$ cat src/rtl/rtc_display_mux_pkg.sv
// Shared constants for the RTC display mux: the display mode encoding and the
// display field indices.
package rtc_disp_pkg;

  typedef enum logic [1:0] {
    MODE_IDLE    = 2'd0,
    MODE_CR_RUN  = 2'd1,
    MODE_CR_PROG = 2'd2,
    MODE_WRITE   = 2'd3
  } disp_mode_e;

  localparam int F_SEG    = 0;
  localparam int F_MIN    = 1;
  localparam int F_HORA   = 2;
  localparam int F_FECHA  = 3;
  localparam int F_MES    = 4;
  localparam int F_ANO    = 5;
  localparam int F_DIASEM = 6;
  localparam int F_NUMSEM = 7;
  localparam int F_SEG_T  = 8;
  localparam int F_MIN_T  = 9;
  localparam int F_HORA_T = 10;

endpackage

$ cat src/rtl/rtc_display_mux_if.sv
// Bundle of the mode, display-field and keyboard signals exchanged with the
// display mux; the slave modport is the mux side.
interface rtc_display_mux_if #(
  parameter int DATA_W = 8,
  parameter int FIELDS = 11
);
  localparam int CUR_W = $clog2(FIELDS);

  logic                     mode_write;
  logic                     mode_cr_prog;
  logic                     mode_cr_run;
  logic [FIELDS*DATA_W-1:0] src_rtc;
  logic [FIELDS*DATA_W-1:0] src_edit;
  logic [CUR_W-1:0]         cursor;
  logic [FIELDS*DATA_W-1:0] disp_data;
  logic [FIELDS-1:0]        disp_blank;
  logic [1:0]               disp_mode;
  logic                     mode_change;
  logic [DATA_W-1:0]        kb_code;
  logic                     kb_valid;
  logic                     kb_rd;
  logic                     kb_clr;
  logic [DATA_W-1:0]        kb_data;
  logic                     kb_pending;
  logic                     kb_overflow;

  modport master (
    output mode_write, mode_cr_prog, mode_cr_run, src_rtc, src_edit, cursor,
           kb_code, kb_valid, kb_rd, kb_clr,
    input  disp_data, disp_blank, disp_mode, mode_change,
           kb_data, kb_pending, kb_overflow
  );

  modport slave (
    input  mode_write, mode_cr_prog, mode_cr_run, src_rtc, src_edit, cursor,
           kb_code, kb_valid, kb_rd, kb_clr,
    output disp_data, disp_blank, disp_mode, mode_change,
           kb_data, kb_pending, kb_overflow
  );

endinterface

$ cat src/rtl/rtc_display_mux_kb_fifo.sv
// First-word-fall-through keyboard code FIFO with a sticky overflow flag.
// When empty the output holds the last popped code (0 after reset or clear).
module kb_fifo #(
  parameter int DATA_W   = 8,
  parameter int KB_DEPTH = 4
) (
  input  logic              i_clk,
  input  logic              i_reset,
  input  logic              i_clr,
  input  logic              i_valid,
  input  logic [DATA_W-1:0] i_code,
  input  logic              i_rd,
  output logic [DATA_W-1:0] o_data,
  output logic              o_pending,
  output logic              o_overflow
);
  localparam int AW = $clog2(KB_DEPTH);

  logic [AW:0]       r_wr;
  logic [AW:0]       r_rd;
  logic [DATA_W-1:0] r_mem [KB_DEPTH];
  logic [DATA_W-1:0] r_last;
  logic              r_ovf;
  logic              w_empty;
  logic              w_full;
  logic              w_push;
  logic              w_pop;

  assign w_empty = (r_wr == r_rd);
  assign w_full  = (r_wr[AW] != r_rd[AW]) && (r_wr[AW-1:0] == r_rd[AW-1:0]);
  assign w_pop   = i_rd && !w_empty;
  // A read in the same cycle frees the slot, so a push into a full FIFO is legal.
  assign w_push  = i_valid && (!w_full || i_rd);

  always_ff @(posedge i_clk or posedge i_reset) begin
    if (i_reset) begin
      r_wr   <= '0;
      r_rd   <= '0;
      r_last <= '0;
      r_ovf  <= 1'b0;
    end else if (i_clr) begin
      r_wr   <= '0;
      r_rd   <= '0;
      r_last <= '0;
      r_ovf  <= 1'b0;
    end else begin
      if (w_push) r_wr <= r_wr + 1'b1;
      if (w_pop) begin
        r_rd   <= r_rd + 1'b1;
        r_last <= r_mem[r_rd[AW-1:0]];
      end
      if (i_valid && w_full && !i_rd) r_ovf <= 1'b1;
    end
  end

  always_ff @(posedge i_clk) begin
    if (w_push && !i_clr && !i_reset) r_mem[r_wr[AW-1:0]] <= i_code;
  end

  assign o_data     = w_empty ? r_last : r_mem[r_rd[AW-1:0]];
  assign o_pending  = !w_empty;
  assign o_overflow = r_ovf;

endmodule

$ cat src/rtl/rtc_display_mux.sv
// Registered per-field display source select with cursor blink mask, plus the
// keyboard code FIFO feeding the PicoBlaze.
module rtc_display_mux
  import rtc_disp_pkg::*;
#(
  parameter int DATA_W       = 8,
  parameter int FIELDS       = 11,
  parameter int TIMER_FIELDS = 3,
  parameter int BLINK_HALF   = 25_000_000,
  parameter int KB_DEPTH     = 4
) (
  input logic           i_clk,
  input logic           i_reset,
  rtc_display_mux_if.slave bus
);
  localparam int DATE_FIELDS = FIELDS - TIMER_FIELDS;
  localparam int CUR_W       = $clog2(FIELDS);
  localparam int CNT_W       = (BLINK_HALF > 1) ? $clog2(BLINK_HALF) : 1;
  localparam logic [CNT_W-1:0] CNT_LAST = CNT_W'(BLINK_HALF - 1);

  disp_mode_e               w_mode;
  disp_mode_e               r_mode;
  logic                     w_mode_chg;
  logic                     w_wrap;
  logic                     w_phase_next;
  logic [FIELDS*DATA_W-1:0] w_data;
  logic [FIELDS-1:0]        w_blank;
  logic [FIELDS*DATA_W-1:0] r_data;
  logic [FIELDS-1:0]        r_blank;
  logic                     r_mode_change;
  logic [CNT_W-1:0]         r_cnt;
  logic                     r_phase;

  always_comb begin
    w_mode = MODE_IDLE;
    if (bus.mode_write)        w_mode = MODE_WRITE;
    else if (bus.mode_cr_prog) w_mode = MODE_CR_PROG;
    else if (bus.mode_cr_run)  w_mode = MODE_CR_RUN;
  end

  assign w_mode_chg   = (w_mode != r_mode);
  assign w_wrap       = (r_cnt == CNT_LAST);
  assign w_phase_next = w_mode_chg ? 1'b0 : (w_wrap ? ~r_phase : r_phase);

  always_comb begin
    w_data = '0;
    for (int i = 0; i < FIELDS; i++) begin
      if (i < DATE_FIELDS) begin
        w_data[i*DATA_W +: DATA_W] = (w_mode == MODE_WRITE) ? bus.src_edit[i*DATA_W +: DATA_W]
                                                             : bus.src_rtc[i*DATA_W +: DATA_W];
      end else begin
        case (w_mode)
          MODE_CR_PROG: w_data[i*DATA_W +: DATA_W] = bus.src_edit[i*DATA_W +: DATA_W];
          MODE_CR_RUN:  w_data[i*DATA_W +: DATA_W] = bus.src_rtc[i*DATA_W +: DATA_W];
          default:      w_data[i*DATA_W +: DATA_W] = '0;
        endcase
      end
    end
  end

  // Only a cursor inside the group being edited may blank; out-of-range never matches.
  always_comb begin
    w_blank = '0;
    for (int i = 0; i < FIELDS; i++) begin
      if (bus.cursor == CUR_W'(i)) begin
        w_blank[i] = w_phase_next &&
                     (((w_mode == MODE_WRITE) && (i < DATE_FIELDS)) ||
                      ((w_mode == MODE_CR_PROG) && (i >= DATE_FIELDS)));
      end
    end
  end

  always_ff @(posedge i_clk or posedge i_reset) begin
    if (i_reset) begin
      r_mode        <= MODE_IDLE;
      r_mode_change <= 1'b0;
      r_data        <= '0;
      r_blank       <= '0;
      r_cnt         <= '0;
      r_phase       <= 1'b0;
    end else begin
      r_mode        <= w_mode;
      r_mode_change <= w_mode_chg;
      r_data        <= w_data;
      r_blank       <= w_blank;
      r_phase       <= w_phase_next;
      if (w_mode_chg || w_wrap) r_cnt <= '0;
      else                      r_cnt <= r_cnt + 1'b1;
    end
  end

  assign bus.disp_data   = r_data;
  assign bus.disp_blank  = r_blank;
  assign bus.disp_mode   = r_mode;
  assign bus.mode_change = r_mode_change;

  kb_fifo #(
    .DATA_W   (DATA_W),
    .KB_DEPTH (KB_DEPTH)
  ) u_kb_fifo (
    .i_clk      (i_clk),
    .i_reset    (i_reset),
    .i_clr      (bus.kb_clr),
    .i_valid    (bus.kb_valid),
    .i_code     (bus.kb_code),
    .i_rd       (bus.kb_rd),
    .o_data     (bus.kb_data),
    .o_pending  (bus.kb_pending),
    .o_overflow (bus.kb_overflow)
  );

endmodule

$ cat src/flat_wrapper.sv
// flat-port wrapper written by rule: the top's interface ports become plain ports
module rtc_display_mux_flat import rtc_disp_pkg::*;
#(
  parameter int DATA_W       = 8,
  parameter int FIELDS       = 11,
  parameter int TIMER_FIELDS = 3,
  parameter int BLINK_HALF   = 25_000_000,
  parameter int KB_DEPTH     = 4
)
  (i_clk, i_reset, bus_mode_write, bus_mode_cr_prog, bus_mode_cr_run, bus_src_rtc, bus_src_edit, bus_cursor, bus_kb_code, bus_kb_valid, bus_kb_rd, bus_kb_clr, bus_disp_data, bus_disp_blank, bus_disp_mode, bus_mode_change, bus_kb_data, bus_kb_pending, bus_kb_overflow);
  rtc_display_mux_if #(.DATA_W(DATA_W), .FIELDS(FIELDS)) bus_i ();
  input logic i_clk;
  input logic i_reset;
  input wire logic [$bits(bus_i.mode_write)-1:0] bus_mode_write;
  input wire logic [$bits(bus_i.mode_cr_prog)-1:0] bus_mode_cr_prog;
  input wire logic [$bits(bus_i.mode_cr_run)-1:0] bus_mode_cr_run;
  input wire logic [$bits(bus_i.src_rtc)-1:0] bus_src_rtc;
  input wire logic [$bits(bus_i.src_edit)-1:0] bus_src_edit;
  input wire logic [$bits(bus_i.cursor)-1:0] bus_cursor;
  input wire logic [$bits(bus_i.kb_code)-1:0] bus_kb_code;
  input wire logic [$bits(bus_i.kb_valid)-1:0] bus_kb_valid;
  input wire logic [$bits(bus_i.kb_rd)-1:0] bus_kb_rd;
  input wire logic [$bits(bus_i.kb_clr)-1:0] bus_kb_clr;
  output wire logic [$bits(bus_i.disp_data)-1:0] bus_disp_data;
  output wire logic [$bits(bus_i.disp_blank)-1:0] bus_disp_blank;
  output wire logic [$bits(bus_i.disp_mode)-1:0] bus_disp_mode;
  output wire logic [$bits(bus_i.mode_change)-1:0] bus_mode_change;
  output wire logic [$bits(bus_i.kb_data)-1:0] bus_kb_data;
  output wire logic [$bits(bus_i.kb_pending)-1:0] bus_kb_pending;
  output wire logic [$bits(bus_i.kb_overflow)-1:0] bus_kb_overflow;
  assign bus_i.mode_write = bus_mode_write;
  assign bus_i.mode_cr_prog = bus_mode_cr_prog;
  assign bus_i.mode_cr_run = bus_mode_cr_run;
  assign bus_i.src_rtc = bus_src_rtc;
  assign bus_i.src_edit = bus_src_edit;
  assign bus_i.cursor = bus_cursor;
  assign bus_i.kb_code = bus_kb_code;
  assign bus_i.kb_valid = bus_kb_valid;
  assign bus_i.kb_rd = bus_kb_rd;
  assign bus_i.kb_clr = bus_kb_clr;
  assign bus_disp_data = bus_i.disp_data;
  assign bus_disp_blank = bus_i.disp_blank;
  assign bus_disp_mode = bus_i.disp_mode;
  assign bus_mode_change = bus_i.mode_change;
  assign bus_kb_data = bus_i.kb_data;
  assign bus_kb_pending = bus_i.kb_pending;
  assign bus_kb_overflow = bus_i.kb_overflow;
  rtc_display_mux #(.DATA_W(DATA_W), .FIELDS(FIELDS), .TIMER_FIELDS(TIMER_FIELDS), .BLINK_HALF(BLINK_HALF), .KB_DEPTH(KB_DEPTH)) u_core (.i_clk(i_clk), .i_reset(i_reset), .bus(bus_i));
endmodule
$ cat config.mk
export PLATFORM = sky130hd
export DESIGN_NAME = rtc_display_mux_flat
export DESIGN_NICKNAME = d
export VERILOG_FILES = /design/src/rtl/rtc_display_mux_pkg.sv /design/src/rtl/rtc_display_mux_if.sv /design/src/rtl/rtc_display_mux_kb_fifo.sv /design/src/rtl/rtc_display_mux.sv /design/src/flat_wrapper.sv
export SDC_FILE = /design/constraint.sdc
export NUM_CORES = 1
export LEC_CHECK = 0
export ABC_CLOCK_PERIOD_IN_PS = 6660
export CAP_MARGIN = 20
export CORE_MARGIN = 10
export CORE_UTILIZATION = 40
export DETAILED_ROUTE_END_ITERATION = 12
export PLACE_DENSITY = 0.76
export SLEW_MARGIN = 0
export SYNTH_ARGS = -nofsm -noshare
export SYNTH_HDL_FRONTEND = slang
export SYNTH_SLANG_ARGS = --single-unit
$ cat constraint.sdc
create_clock -name i_clk -period 6.66 [get_ports i_clk]
set_input_delay 1.332 -clock i_clk [delete_from_list [all_inputs] [get_ports i_clk]]
set_output_delay 1.332 -clock i_clk [all_outputs]
set_load 0.02 [all_outputs]
## Yosys cells after proc, flatten, opt, wreduce, memory -nomap -nowiden

Memories as Yosys holds them, arrays and structs flattened.
Index checks and enable logic that the tools add are counted.

- Flip-flop bits (word level): 143
- Memory bits (writable): 32
- Output and inout bits: 112
- Word-level logic and storage cells: 92
- Memories kept: 1

- Add/subtract/negate cells: 3
- Equality and inequality tests: 18
- Muxes and demuxes: 39
- Bitwise logic cells: 1
- Reductions and logical operators: 20

Memory list:

| name | words | width | rd ports | clocked after Yosys merged registers in | write ports | line | source |
|---|---|---|---|---|---|---|---|
| u_core.u_kb_fifo.r_mem | 4 | 8 | 1 | 0 | 1 | rtc_display_mux_kb_fifo.sv:21 | `logic [DATA_W-1:0] r_mem [KB_DEPTH];` |

Operators with widths:

| operator | count |
|---|---|
| 8-bit 2-to-1 mux | 11 |
| 8-bit case mux with 2 select lines | 3 |
| 25-bit by 1-bit adder with 25-bit output (second input constant) | 1 |
| 25-bit == test (second input constant) | 1 |
| 25-bit 2-to-1 mux | 1 |
| 1-bit 2-to-1 mux | 18 |
| 4-bit by 3-bit == test with 1-bit output (second input constant) | 4 |
| 4-bit == test (second input constant) | 3 |
| 3-bit 2-to-1 mux | 4 |
| 1-bit logical AND | 9 |
| 4-bit by 2-bit == test with 1-bit output (second input constant) | 2 |
| 3-bit by 1-bit adder with 3-bit output (second input constant) | 2 |
| 2-bit nonzero test | 3 |
| 1-bit logical NOT | 5 |
| 2-bit == test (second input constant) | 2 |
| 4-bit by 1-bit == test with 1-bit output (second input constant) | 1 |
| 4-bit logical NOT | 1 |
| 2-bit 2-to-1 mux | 2 |
| 3-bit == test | 1 |
| 2-bit by 1-bit == test with 1-bit output (second input constant) | 1 |
| 2-bit == test | 1 |
| 1-bit logical OR | 2 |
| 2-bit != test | 1 |
| 1-bit != test | 1 |
| 1-bit NOT | 1 |

## Longest topological paths before layout

- Depth in word-level cells: 9
- Depth in mapped cells: 11
- Mapped depth without buffers: 8

## Cells and area by module

Synthesis repeated with hierarchy kept, for this count alone.

- Cell total of the unflattened synthesis: 522
- Area, all modules: 7,279.5 µm²

By module, submodules not included:

| module | instances | cells each | area an instance (µm²) | seq. area each (µm²) |
|---|---|---|---|---|
| rtc_display_mux | 1 | 387 | 5,138.7 | 3,203.1 |
| kb_fifo | 1 | 135 | 2,140.8 | 1,336.3 |

## Worst setup path after synthesis

OpenSTA, ideal clock, no wires.

- Kind: in2reg
- From: input bus_mode_write
- To: register u_core.r_blank[0] (netlist: u_core.bus.disp_blank[0])
- Library setup time: 0.094 ns
- Arrival time: 3.504 ns
- Required time: 6.566 ns
- Slack: 3.062 ns
- Stages: 9
- Cells stage by stage: clkbuf_1 clkbuf_1 buf_1 or2_2 ha_1 clkbuf_1 nor3b_1 o21ai_0 a211oi_1

- Longest elaborated chain between the ends: 5
- Elaborated cells between the ends (all ways): 6
- Classes of those cells: eq/ne (2); mux (3); reduce/logical (1)

Ends and longest elaborated chain:

| item | line | source |
|---|---|---|
| from (decl) | flat_wrapper.sv:14 | `input wire logic [$bits(bus_i.mode_write)-1:0] bus_mode_write;` |
| 2-bit 2-to-1 mux * | rtc_display_mux.sv:36 | `if (bus.mode_write) w_mode = MODE_WRITE;` |
| via u_core.w_mode[1] | rtc_display_mux.sv:21 | `disp_mode_e w_mode;` |
| 2-bit != test | rtc_display_mux.sv:41 | `assign w_mode_chg = (w_mode != r_mode);` |
| 1-bit 2-to-1 mux | rtc_display_mux.sv:43 | `assign w_phase_next = w_mode_chg ? 1'b0 : (w_wrap ? ~r_phase : r_phase);` |
| 1-bit logical AND * | rtc_display_mux.sv:66 | `w_blank[i] = w_phase_next &&` |
| 1-bit 2-to-1 mux * | rtc_display_mux.sv:65 | `if (bus.cursor == CUR_W'(i)) begin` |
| via u_core.w_blank[0] | rtc_display_mux.sv:27 | `logic [FIELDS-1:0] w_blank;` |
| to (signal assigned) | rtc_display_mux.sv:85 | `r_blank <= w_blank;` |
| to (decl) | rtc_display_mux.sv:29 | `logic [FIELDS-1:0] r_blank;` |

The timed path passes the listed nets; every way through them passes the cells marked *.
A chain may end at the register's enable or synchronous reset.

## Worst setup path in the final report

- From: register u_core.u_kb_fifo.r_rd[0]
- To: output bus_kb_data[6]

- Longest elaborated chain between the ends: 2
- Elaborated cells between the ends (all ways): 3
- Classes of those cells: eq/ne (1); mux (1); memory (1)

Ends and longest elaborated chain:

| item | line | source |
|---|---|---|
| from (decl) | rtc_display_mux_kb_fifo.sv:20 | `logic [AW:0] r_rd;` |
| from (signal assigned) | rtc_display_mux_kb_fifo.sv:49 | `r_rd <= r_rd + 1'b1;` |
| memory read 4 x 8 bit / 3-bit == test (equally long branches) | -- |  |
| 8-bit 2-to-1 mux * | rtc_display_mux_kb_fifo.sv:60 | `assign o_data = w_empty ? r_last : r_mem[r_rd[AW-1:0]];` |
| to (decl) | flat_wrapper.sv:28 | `output wire logic [$bits(bus_i.kb_data)-1:0] bus_kb_data;` |

Every way passes the cells marked *; elsewhere a longest branch is shown, timed or not.

==> load_flow_metrics.sql <==
INSERT INTO impl_metrics (metric_group, metric, value, unit) VALUES
('floorplan', 'die_height', '155', 'um'),
('floorplan', 'dieWidth', '155', 'um'),
('grt', 'global_route_wire_length_before_repair', '35100', 'um'),
('drt', 'drt_first_iter_violations', '260', ''),
('place', 'place_hpwl', '18300', 'um'),
('drt', 'viasPerCell', '5.11', ''),
('floorplan', 'core', '18000', 'sq um'),
('drt', 'drtAntennaViolNets', '0', ''),
('timing', 'final_max_slew_viol_count', '0', ''),
('power_and_ir_drop', 'total_leakage_power', '0.00438', 'uW'),
('status', 'status', 'finished clean', ''),
('logic_synthesis', 'postSynthCellCount', '550', ''),
('clock_network', 'post_cts_hold_buffer_count', '0', ''),
('logic_synthesis', 'ys_async_sr_fraction', '0.817', ''),
('clock_network', 'cts_resizes', '0', ''),
('critical_path', 'crit_path_max_fanout', '18', ''),
('layout', 'syn_to_final_growth', '52.9', '%'),
('timing', 'post-route-period-util', '0.666', ''),
('critical_path', 'cpPeakStageDelay', '0.79', 'ns'),
('clock_network', 'clk-insertion-delay-late', '0.43', 'ns'),
('logic_synthesis', 'yosys.cell_types.count', '46', ''),
('timing', 'final.setup_skew', '0.00921', 'ns'),
('floorplan', 'rows', '49', ''),
('power_and_ir_drop', 'power-per-cell-area', '244', 'nW/um^2'),
('floorplan', 'die_area', '24200', 'sq um'),
('layout', 'post-route-util', '0.622', ''),
('clock_network', 'tritoncts.num_buffers', '17', ''),
('grt', 'globalRoute.totalOverflow', '0', ''),
('drt', 'drc_errors', '0', ''),
('logic_synthesis', 'ys_seq_elements', '175', ''),
('grt', 'grt_antenna_before_repair', '0', ''),
('place', 'placedCellCount', '1061', ''),
('critical_path', 'critPathKind', 'reg -> out', ''),
('clock_network', 'clkSlewWorstSetupHoldPaths', '0.07', 'ns'),
('layout', 'layout_commonest_cell', 'sky130_fd_sc_hd__clkdlybuf4s50_1', ''),
('floorplan', 'start_util', '0.407', ''),
('drt', 'route.final.wire_length', '23600', 'um'),
('layout', 'final_layout_size_suffix_gt1_frac', '0.145', ''),
('critical_path', 'crit_slowest_cell', 'sky130_fd_sc_hd__dfrtp_1', ''),
('clock_network', 'cts.repair_timing.setup_buffer_count', '0', ''),
('logic_synthesis', 'post_synth.cell_area_avg', '13.3', 'sq um'),
('critical_path', 'cp_data_arrival_time', '3.10', 'ns'),
('timing', 'hold_violations', '0', ''),
('timing', 'fmax', '225', 'MHz'),
('clock_network', 'clock_tree.htree_level_count', '4', ''),
('logic_synthesis', 'syn_area', '7340', 'sq um'),
('logic_synthesis', 'post_synth_net_total', '755', ''),
('drt', 'vias', '5588', ''),
('logic_synthesis', 'sequential_share_of_the_synthesized_area', '0.619', ''),
('grt', 'grt_max_degree', '96', ''),
('layout', 'stdcell_count', '1094', ''),
('critical_path', 'timing.critical_path.cells', 'xnor2_1, nand3_1, mux2_2, clkdlybuf4s50_1', ''),
('layout', 'final-seq-area', '4540', 'sq um'),
('hold_path', 'timing.hold.worst.class', 'reg -> reg', ''),
('timing', 'layout_min_cycle_time', '4.44', 'ns'),
('logic_synthesis', 'synth_flop_cell', 'sky130_fd_sc_hd__dfrtp_1', ''),
('place', 'gpl.final_weighted_congestion', '0.813', ''),
('grt', 'via_count_of_the_first_global_routing_pass', '5818', ''),
('grt', 'gr-usage-all-layers', '0.189', ''),
('layout', 'most-common-layout-cells', 'sky130_fd_sc_hd__clkdlybuf4s50_1 (306), sky130_fd_sc_hd__dfrtp_1 (143), sky130_fd_sc_hd__mux2_2 (72)', ''),
('timing', 'slew_at_the_pin_closest_to_its_max_slew_limit', '0.891', 'ns'),
('timing', 'tns', '0', 'ns'),
('clock_network', 'total_number_of_clock_tree_sinks', '175', ''),
('layout', 'area_taken_by_multi_input_logic_gates', '2630', 'sq um'),
('critical_path', 'worst-endpoint-required', '5.33', 'ns'),
('place', 'count_of_buffers_from_port_buffering', '307', ''),
('critical_path', 'end_kind', 'output pin', ''),
('logic_synthesis', 'number_of_enable_type_register_cells_in_the_synthesized_netlist', '32', ''),
('clock_network', 'max-clock-path-buffers', '2', ''),
('layout', 'final_net_count', '1057', ''),
('layout', 'antenna_cells_inserted', '0', '');
-- final timing paths --
kind,from,depth (start not counted),slack [ns],endpoint
max,u_core.u_kb_fifo.r_rd[0],4,2.22,bus_kb_data[6]
min,u_core.u_kb_fifo.o_overflow,2,0.50,u_core.u_kb_fifo.o_overflow
max reg2reg,u_core.u_kb_fifo.r_rd[0],4,4.20,u_core.u_kb_fifo.r_mem[0][1]
min reg2reg,u_core.u_kb_fifo.o_overflow,2,0.50,u_core.u_kb_fifo.o_overflow
max in group asynchronous,i_reset,3,3.93,u_core.bus.disp_data[31]
min in group asynchronous,i_reset,2,1.53,u_core.u_kb_fifo.r_rd[2]
-- layer usage --
metal	part of all wire	global-route usage	vias to the layer above
li1	-	-	2622
met1	0.39	0.221	2737
met2	0.51	0.315	211
met3	0.087	0.0772	18
met4	0.013	0.0463	0
met5	0	0	-
-- worst max-delay path: cells and delay by family, from the launching register on --
family	cells	cell delay [ns]
DFF	1	0.79
and+or+nand+nor	1	0.60
buffers and inverters	1	0.54
muxes	1	0.51
xor gates and xnor gates	1	0.22
-- area by class of cell --
class | instances | area share
Clock buffer | 17 | 0.0379
Clock inverter | 15 | 0.0154
Inverter | 13 | 0.00480
Multi-Input combinational cell | 332 | 0.234
Sequential cell | 175 | 0.405
Tap cell | 229 | 0.0255
Timing Repair Buffer | 313 | 0.277
-- flip-flops by register name, summed over array words and instances, names as in the netlist, 2 cells and up --
signal,count
u_core.bus.disp_blank,11
u_core.u_kb_fifo.r_last,8
u_core.bus.disp_mode,2
u_core.u_kb_fifo.r_mem,32
u_core.bus.disp_data,88
u_core.r_cnt,25
u_core.u_kb_fifo.r_rd,3
u_core.u_kb_fifo.r_wr,3
-- Yosys cell counts, types with 7 or more instances --
master | instances | area share
sky130_fd_sc_hd__dfrtp_1 | 143 | 0.49
sky130_fd_sc_hd__a211oi_1 | 15 | 0.015
sky130_fd_sc_hd__ha_1 | 9 | 0.015
sky130_fd_sc_hd__mux2_2 | 72 | 0.11
sky130_fd_sc_hd__mux4_2 | 8 | 0.025
sky130_fd_sc_hd__or3_1 | 13 | 0.011
sky130_fd_sc_hd__nand2_1 | 23 | 0.012
sky130_fd_sc_hd__xnor2_1 | 13 | 0.016
sky130_fd_sc_hd__nor2b_1 | 24 | 0.020
sky130_fd_sc_hd__nor3_1 | 21 | 0.014
sky130_fd_sc_hd__xor2_1 | 7 | 0.0084
sky130_fd_sc_hd__a21oi_1 | 12 | 0.0082
sky130_fd_sc_hd__edfxtp_1 | 32 | 0.13
sky130_fd_sc_hd__nand3_1 | 20 | 0.014
sky130_fd_sc_hd__inv_1 | 13 | 0.0067
sky130_fd_sc_hd__clkbuf_1 | 21 | 0.011
sky130_fd_sc_hd__o21ai_0 | 12 | 0.0082
sky130_fd_sc_hd__a22oi_1 | 24 | 0.025
sky130_fd_sc_hd__nor2_1 | 9 | 0.0046
-- metrics by stage --
stage / setup slack (ns) / instance area (sq um) / power, uW / hold WS, ns
2_1_floorplan: 1.49 / 7340 / 1470 / 0.467
3_3_place_gp: 2.72 / 10600 / 1770 / 0.482
3_5_place_dp: 2.69 / 10600 / 1770 / 0.484
4_1_cts: 2.19 / 11200 / 2770 / 0.501
5_1_grt: 1.98 / 11200 / 2860 / 0.519
6_report: 2.22 / 11200 / 2740 / 0.500
-- where the power goes --
group | internal (uW) | leakage [uW] | switching [uW]
logic | 314 | 0.00198 | 258
clock network | 536 | 0.000287 | 457
registers | 1140 | 0.00211 | 34.3
-- logic make-up after synthesis --
family                   share of synthesized area
multiplexers                                 0.138
flip-flops                                   0.619
adder cells (fa/ha/maj)                     0.0153
AND/OR/NAND/NOR                              0.114
XOR/XNOR                                    0.0239
AO/OA/AOI/OAI                               0.0679
buffers and inverters                       0.0229
(Power assumes the default switching activity.)
